==> src/rtl/mod_n_counter.sv <==
// ---------------------------------------------------------------------------
// mod_n_counter
//   Up/down modulo-N counter with synchronous clamped load, optional
//   end-of-range saturation, a combinational terminal-count flag and a
//   registered wrap pulse.
//
//   Optional feature macro: MOD_N_COUNTER_GRAY_EN
//     When defined, adds output g, a registered Gray-code copy of q.
//
//   Parameters
//     WIDTH    counter width in bits
//     MODULUS  count range 0..MODULUS-1 (2 <= MODULUS <= 2**WIDTH)
//     SAT      0 = wrap at the ends of the range, 1 = saturate
//
//   Ports
//     Cp    in   clock, rising edge
//     R     in   asynchronous reset, active low
//     en    in   count enable
//     up    in   direction, 1 = increment, 0 = decrement
//     ld    in   synchronous load strobe (priority over en)
//     d     in   load value, clamped to MODULUS-1
//     q     out  registered count
//     tc    out  terminal count (combinational)
//     wrap  out  one-cycle pulse in the cycle after q wrapped
//     g     out  registered Gray code of q (MOD_N_COUNTER_GRAY_EN only)
// ---------------------------------------------------------------------------
module mod_n_counter #(
    parameter int WIDTH   = 3,
    parameter int MODULUS = 7,
    parameter bit SAT     = 1'b0
) (
    input  logic             Cp,
    input  logic             R,
    input  logic             en,
    input  logic             up,
    input  logic             ld,
    input  logic [WIDTH-1:0] d,
    output logic [WIDTH-1:0] q,
    output logic             tc,
`ifdef MOD_N_COUNTER_GRAY_EN
    output logic             wrap,
    output logic [WIDTH-1:0] g
`else
    output logic             wrap
`endif
);

    // MODULUS may equal 2**WIDTH, so the load comparison needs one extra bit.
    localparam logic [WIDTH:0]   LP_MOD = (WIDTH+1)'(MODULUS);
    localparam logic [WIDTH-1:0] LP_MAX = WIDTH'(MODULUS - 1);

    logic [WIDTH-1:0] r_q;
    logic             r_wrap;
    logic [WIDTH-1:0] w_q_nxt;
    logic             w_wrap_nxt;

    always_comb begin
        w_q_nxt    = r_q;
        w_wrap_nxt = 1'b0;
        if (ld) begin
            w_q_nxt = ({1'b0, d} < LP_MOD) ? d : LP_MAX;
        end else if (en) begin
            if (up) begin
                if (r_q < LP_MAX) begin
                    w_q_nxt = r_q + WIDTH'(1);
                end else if (SAT == 1'b0) begin
                    w_q_nxt    = '0;
                    w_wrap_nxt = 1'b1;
                end
            end else begin
                if (r_q != '0) begin
                    w_q_nxt = r_q - WIDTH'(1);
                end else if (SAT == 1'b0) begin
                    w_q_nxt    = LP_MAX;
                    w_wrap_nxt = 1'b1;
                end
            end
        end
    end

    always_ff @(posedge Cp or negedge R) begin
        if (!R) begin
            r_q    <= '0;
            r_wrap <= 1'b0;
        end else begin
            r_q    <= w_q_nxt;
            r_wrap <= w_wrap_nxt;
        end
    end

`ifdef MOD_N_COUNTER_GRAY_EN
    logic [WIDTH-1:0] r_g;

    // Encoded from the next count so g lands on the same edge as q.
    always_ff @(posedge Cp or negedge R) begin
        if (!R) begin
            r_g <= '0;
        end else begin
            r_g <= w_q_nxt ^ (w_q_nxt >> 1);
        end
    end

    assign g = r_g;
`endif

    assign q    = r_q;
    assign wrap = r_wrap;
    assign tc   = en & ~ld & (up ? (r_q == LP_MAX) : (r_q == '0));

endmodule
==> config.mk <==
export PLATFORM = sky130hd
export DESIGN_NAME = mod_n_counter
export DESIGN_NICKNAME = d
export VERILOG_FILES = /design/src/rtl/mod_n_counter.sv
export SDC_FILE = /design/constraint.sdc
export NUM_CORES = 1
export LEC_CHECK = 0
export CORE_AREA = 3 3 40 42
export CTS_CLUSTER_SIZE = 24
export DETAILED_ROUTE_END_ITERATION = 6
export DIE_AREA = 0 0 43 45
export HOLD_SLACK_MARGIN = 0.15
export PLACE_DENSITY_LB_ADDON = 0.25
export SETUP_SLACK_MARGIN = 0.3
export SLEW_MARGIN = 30
export SYNTH_ARGS = -nofsm -noshare
export SYNTH_HDL_FRONTEND = slang
export SYNTH_SLANG_ARGS = --single-unit
==> constraint.sdc <==
create_clock -name Cp -period 3.05 [get_ports Cp]
set_input_delay 0.61 -clock Cp [delete_from_list [all_inputs] [get_ports Cp]]
set_output_delay 0.61 -clock Cp [all_outputs]
set_load 0.02 [all_outputs]
# Word level (Yosys, flattened, before mapping)
# Index checks and enable logic that the tools add are counted.
# totals
ff_bits	4
inputBits	8
out_inout_bits	5
wordCells	25
# classes
addsub	2
magnitude_cmp	2
eq_ne	1
muxes	12
bitwise_logic	3
n_reduce_logical	3
# op_table
cell	count
2-to-1 mux 3 bit	6
less-than comparator 3 bit, second input constant	2
2-to-1 mux 1 bit	6
adder 3 x 1 -> 3 bit, second input constant	1
== test 3 bit, second input constant	1
zero test 3 bit	1
nonzero test 3 bit	1
subtractor 3 x 1 -> 3 bit, second input constant	1
bitwise AND 1 bit	2
nonzero test 2 bit	1
NOT 1 bit	1

# Longest topological paths before layout
# Gate-level depths: netlist (run 1).
# logic_depth
depth_word	5
mapped_depth	5
ltp_nobuf	5

# Worst setup path after synthesis (run 1)
# Ideal clock, no wire load.
# synth_path
path_type	flip-flop to output port
start	reg r_q[1], in the netlist q[1]
end	out tc
arrival_time_ns	1.522
path_slack_ns	0.918
path_stages_with_launch	5
n_path_buf	0
path_cell_list	dfrtp_1 -> inv_1 -> ha_1 -> or3b_1 -> a21oi_1
# synth_via
elab_chain_len	3
# synth_rtl
item	line	rtl
from (decl)	52	logic [WIDTH-1:0] r_q;
from (signal assigned)	86	r_q <= w_q_nxt;
== test 3 bit or zero test 3 bit (tied branches)	108	assign tc = en & ~ld & (up ? (r_q == LP_MAX) : (r_q == '0));
2-to-1 mux 1 bit *	108	
bitwise AND 1 bit *	108	
to (decl)	39	output logic tc,
# Every way passes the cells marked *; elsewhere a longest branch is shown, timed or not.

# Worst setup path after layout (run 1)
# layout_path
start	in up
end	out tc
# layout_via
elab_chain_len	2
# layout_rtl
item	line	rtl
from (decl)	35	input logic up,
2-to-1 mux 1 bit	108	
bitwise AND 1 bit	108	
# No other way between the ends.

==> flow_metrics.tcl, run 1 <==
set metrics [dict create \
    cellLeakagePower_nw 0.227 \
    drc_violations_left 0 \
    design.die.area_um2 1940 \
    cts.clk_slew.worst_paths_ps 40 \
    largest_net_degree_at_the_start_of_global_routing 10 \
    fp.coreArea_um2 1280 \
    post_synth_inst_count 37 \
    tritoncts.num_buffers 3 \
    area_overhead_vs_synth_pct 52.7 \
    ys_warn_count 0 \
    cts_tree "built" \
    seq_area_frac_synth_pct 30.8 \
    layout_skew_ps 1.72 \
    clock.fmax_mhz 397 \
    grt_first_pass_wirelength_um 1220 \
    htree_levels 1 \
    synthesis.area_um2 325 \
    antenna_cells 0 \
    wl_um 755 \
    placer_congestion_estimate 0.684 \
    clock-sinks 4 \
    drv_slew 0 \
    clockRootBuffer "sky130_fd_sc_hd__clkbuf_4" \
    final_util_pct 38.7 \
    final_common_cell "sky130_fd_sc_hd__clkdlybuf4s50_1" \
    drive_gt1_share_pct 11.1 \
    cp_max_fo 3 \
    io_pins 13 \
    grt_util_all_layers_pct 8.70 \
    timing.critical_path.from_type "input pin" \
    ys_types 21 \
    route.vias.total 332 \
    drt_pre_antenna_iters 3 \
    num-nets-final 68 \
    setup-violations-final 0 \
    grt_antenna_before_repair 0 \
    mappedNetlistNets 49 \
    max-slew-margin-rel_pct 84.4 \
    finalCriticalPeriod_ps 2520 \
    vdd_ir_drop_max_mv 0.0970 \
    detail-route-antenna-nets 0 \
    timing.setup.critical_path_class "input pin to output port" \
    hold_violations 0 \
    setup_total_negative_slack_ps 0 \
    synth.avg_cell_area_um2 8.79 \
    worst_setup_path_end_kind "output port" \
    cp_data_required_time_ps 2440 \
    vias_per_cell 4.81 \
    die_width_um 43 \
    vias_in_the_first_global_route 316 \
    nFillCells 133 \
    insertion_delay_ps 230 \
    rsz0062_at_grt "false" \
    floorplan.initialDensity_pct 25.3 \
    cp_arrival_ps 1910 \
    power-per-cell-area_nw_per_um2 409 \
    outcome "finished clean" \
    cts_setup_buffers 0 \
    total_power_mw 0.203 \
    drtIter0Drc 2 \
    ys_ff_latch 4 \
    post-route-period-util_pct 82.7 \
    port-buffer-count 12 \
    worst-slew-pin-transition_ps 233 \
    place_hpwl_um 590 \
    max-clock-path-buffers 2 \
    layout.cells.most_common_list "sky130_fd_sc_hd__clkdlybuf4s50_1, sky130_fd_sc_hd__a21oi_1, sky130_fd_sc_hd__nand2_1, sky130_fd_sc_hd__ha_1, sky130_fd_sc_hd__dfrtp_1" \
    fp.dieH_um 45 \
    overflow 0 \
    cap_viol_max_count 0 \
    post_drt_wl_per_cell_um 10.9 \
    hold_class "input pin to async pin" \
    number_of_placement_rows 13 \
]
[stage by stage]
stage	setup slack (ps)	cells	hold WS (ps)	cell area, um2
2_1_floorplan	918	37	314	325
3_3_place_gp	254	66	680	475
3_5_place_dp	262	66	650	475
4_1_cts	523	69	578	497
5_1_grt	456	69	599	497
6_report	529	69	585	497
[path summary, 6_finish.rpt]
check / depth (start not counted) / slack [ps] / startpoint / endpoint
setup / recovery: 4 / 530 / up / tc
hold / removal: 1 / 580 / R / q[1]
setup reg to reg: 5 / 1530 / q[0] / q[0]
hold reg to reg: 2 / 670 / q[2] / wrap
max in group asynchronous: 1 / 2290 / R / wrap
min in group Cp: 2 / 670 / q[2] / wrap
[repair_timing]
action                     4_1_cts  5_1_grt
hold buffers                     0        0
setup endpoints to repair        1        0
gates resized for setup          1        0
[metal layers]
metal  vias up  track usage [%]  part of all wire [%]
met5         -                0                     0
met4         0             7.23                     0
met3         0             1.99                   6.4
met2         8             12.9                    48
met1       151             10.7                    45
li1        173                -                     -
[worst max-delay path: stages]
cell,delay (ps)
sky130_fd_sc_hd__clkdlybuf4s50_1,420
sky130_fd_sc_hd__or3b_1,400
sky130_fd_sc_hd__a21oi_1,140
sky130_fd_sc_hd__dlygate4sd2_1,350
[logic make-up after synthesis]
group,Yosys count,share of synthesized area (%)
DFF,4,30.8
AOI/OAI and AO/OA,12,24.2
buffers and inverters,4,6.92
muxes,1,3.08
adders and majority gates,4,15.4
and+or+nand+nor,12,19.6
[registers in the layout, summed over array words and instances, names as in the netlist]
name	cells
q	3
wrap	1
[synthesized netlist by cell type]
cell / instances / area (um2)
sky130_fd_sc_hd__a21oi_1: 5 / 25.0
sky130_fd_sc_hd__a22o_1: 1 / 8.76
sky130_fd_sc_hd__a22oi_1: 1 / 7.51
sky130_fd_sc_hd__a31oi_1: 1 / 6.26
sky130_fd_sc_hd__buf_6: 1 / 11.3
sky130_fd_sc_hd__dfrtp_1: 4 / 100
sky130_fd_sc_hd__ha_1: 4 / 50.1
sky130_fd_sc_hd__inv_1: 3 / 11.3
sky130_fd_sc_hd__mux2i_1: 1 / 10.0
sky130_fd_sc_hd__nand2_1: 4 / 15.0
sky130_fd_sc_hd__nand2b_1: 1 / 6.26
sky130_fd_sc_hd__nand3_1: 2 / 10.0
sky130_fd_sc_hd__nand4_1: 1 / 6.26
sky130_fd_sc_hd__nor2_1: 1 / 3.75
sky130_fd_sc_hd__o211ai_1: 1 / 7.51
sky130_fd_sc_hd__o21a_1: 1 / 7.51
sky130_fd_sc_hd__o221ai_1: 1 / 8.76
sky130_fd_sc_hd__o31ai_1: 1 / 7.51
sky130_fd_sc_hd__or2b_1: 1 / 7.51
sky130_fd_sc_hd__or3_1: 1 / 6.26
sky130_fd_sc_hd__or3b_1: 1 / 8.76
[layout make-up]
class / instances / area, um2 / area share (%)
flip-flops and latches: 4 / 100 / 20.2
multi-input cells: 29 / 203 / 40.8
well taps: 15 / 18.8 / 3.78
clock buffers: 3 / 22.5 / 4.53
repair buffers: 15 / 141 / 28.5
inverters: 3 / 11.3 / 2.27
[where the power goes]
part           switching [mW]  internal (mW)  total [mW]  leakage (nW)
clock network          0.0206         0.0439      0.0645        0.0138
logic                  0.0363         0.0379      0.0742         0.164
registers             0.00579         0.0586      0.0644        0.0494
total                  0.0627          0.140       0.203         0.227
(Power assumes the default switching activity.)
==> inputs of run 2 (changes only) <==
clock period = 2.6 ns   (was 3.05 ns; I/O delays follow)
==> run 2 against run 1 <==
Compared with the run above: flip-flop and latch count unchanged; sequential share of layout area decreased by 0.73 points; critical endpoint unchanged; die area did not move; via count rose by 5.1%; combinational power grew 25%; global-route usage grew 0.75 points; sequential power grew 17%; total power up 22%.
==> flow_metrics.tcl, run 2 (synthesized netlist as in run 1, its figures left out) <==
set metrics [dict create \
    fp.dieH_um 45 \
    cp_num_buf_inv 2 \
    vias_in_the_first_global_route 342 \
    cp_data_required_time_ps 2080 \
    clockRootBuffer "sky130_fd_sc_hd__clkbuf_4" \
    wl_um 803 \
    grt_antenna_before_repair 0 \
    hold_class "input pin to async pin" \
    cp_max_fo 2 \
    setup-violations-final 0 \
    clock.fmax_mhz 465 \
    timing.setup.critical_path_class "input pin to output port" \
    max-clock-path-buffers 2 \
    layout_skew_ps 0.754 \
    die_width_um 43 \
    fp.coreArea_um2 1280 \
    timing.critical_path.from_type "input pin" \
    grt_first_pass_wirelength_um 1320 \
    final_common_cell "sky130_fd_sc_hd__clkdlybuf4s50_1" \
    stdcell_area_um2 515 \
    postPlaceCellArea_um2 498 \
    tritoncts.num_buffers 3 \
    rsz0062_at_grt "false" \
    vdd_ir_drop_max_mv 0.101 \
    critical-path-max-stage-delay_ps 410 \
    antenna_cells 0 \
    largest_net_degree_at_the_start_of_global_routing 10 \
    use_met1_pct 10.0 \
    worst-slew-pin-transition_ps 219 \
    nFillCells 134 \
    cts_tree "built" \
    placer_congestion_estimate 0.690 \
    cts.clk_slew.worst_paths_ps 40 \
    largest_register_ffs 3 \
    cts_setup_buffers 0 \
    outcome "finished clean" \
    cellLeakagePower_nw 0.239 \
    place_hpwl_um 636 \
    drtIter0Drc 5 \
    area_overhead_vs_synth_pct 58.5 \
    post_drt_wl_per_cell_um 11.2 \
    non_filler_cells_final 72 \
    post-route-period-util_pct 82.7 \
    cp_arrival_ps 1630 \
    path_cells "clkdlybuf4s50_1, or3b_1, a21oi_1, buf_2" \
    power-per-cell-area_nw_per_um2 480 \
    max-slew-margin-rel_pct 85.4 \
    finalWorstSetupSlack_ps 450 \
    worst_setup_path_end_kind "output port" \
    hold_violations 0 \
    clock-sinks 4 \
    design.die.area_um2 1940 \
    route.vias.total 349 \
    cap_viol_max_count 0 \
    place_worst_setup_slack_ps -10.9 \
    detail-route-antenna-nets 0 \
    insertion_delay_ps 240 \
    floorplan.initialDensity_pct 25.3 \
    port-buffer-count 12 \
    num-nets-final 71 \
    io_pins 13 \
    gr-usage-met2_pct 16.2 \
    placed_cells 69 \
    gr-max-usage-layer "met2" \
    htree_levels 1 \
    drt_pre_antenna_iters 4 \
    ctsResizeCount 3 \
    critPathSlowestCell "sky130_fd_sc_hd__clkdlybuf4s50_1" \
    grt_util_all_layers_pct 9.45 \
    vias_per_cell 4.85 \
    layout.cells.most_common_list "sky130_fd_sc_hd__clkdlybuf4s50_1, sky130_fd_sc_hd__buf_4, sky130_fd_sc_hd__a21oi_1" \
    drive_gt1_share_pct 17.5 \
    drc_violations_left 0 \
    cp_top_family "buffers and inverters" \
    grtUsageMet3_pct 1.20 \
    finalCriticalPeriod_ps 2150 \
    overflow 0 \
    number_of_placement_rows 13 \
    postCtsHoldBufs 0 \
    drv_slew 0 \
]
run 2: layout make-up:
type | count | area, um2 | share of cell area (%)
Inverter | 3 | 11.3 | 2.18
Tap cell | 15 | 18.8 | 3.64
Sequential cell | 4 | 100 | 19.4
Multi-Input combinational cell | 29 | 203 | 39.3
Timing Repair Buffer | 18 | 160 | 31.1
Clock buffer | 3 | 22.5 | 4.37
run 2: where the power goes:
| group | total, mW | switching [mW] | leakage [nW] | internal [mW] |
|---|---|---|---|---|
| sequential | 0.0753 | 0.00659 | 0.0494 | 0.0688 |
| clock | 0.0795 | 0.0277 | 0.0138 | 0.0518 |
| combinational | 0.0924 | 0.0437 | 0.175 | 0.0487 |
run 2: path summary, 6_finish.rpt:
| path | end | slack (ps) | depth (start not counted) | startpoint |
|---|---|---|---|---|
| worst max register to register | q[0] | 1100 | 6 | q[0] |
| min in group Cp | wrap | 680 | 2 | q[2] |
| worst min register to register | wrap | 680 | 2 | q[2] |
| worst min-delay path | q[0] | 480 | 1 | R |
| worst max-delay path | tc | 450 | 4 | up |
| max in group asynchronous | q[1] | 1950 | 1 | R |
run 2: per-layer routing:
metal / wire length [um] / share of wire [%]
met1: 354 / 44
met2: 382 / 48
met3: 48 / 6.0
met4: 17 / 2.1
met5: 0 / 0
run 2: stage by stage:
stage | power (mW) | TNS, ps | hold WS, ps | util [%]
after floorplan | 0.123 | 0 | 224 | -
after global placement | 0.170 | -9.59 | 677 | 38.8
after detailed placement | 0.170 | -10.9 | 668 | 38.8
after CTS | 0.253 | 0 | 476 | 40.6
after global routing | 0.260 | 0 | 504 | 40.1
final | 0.247 | 0 | 483 | 40.1
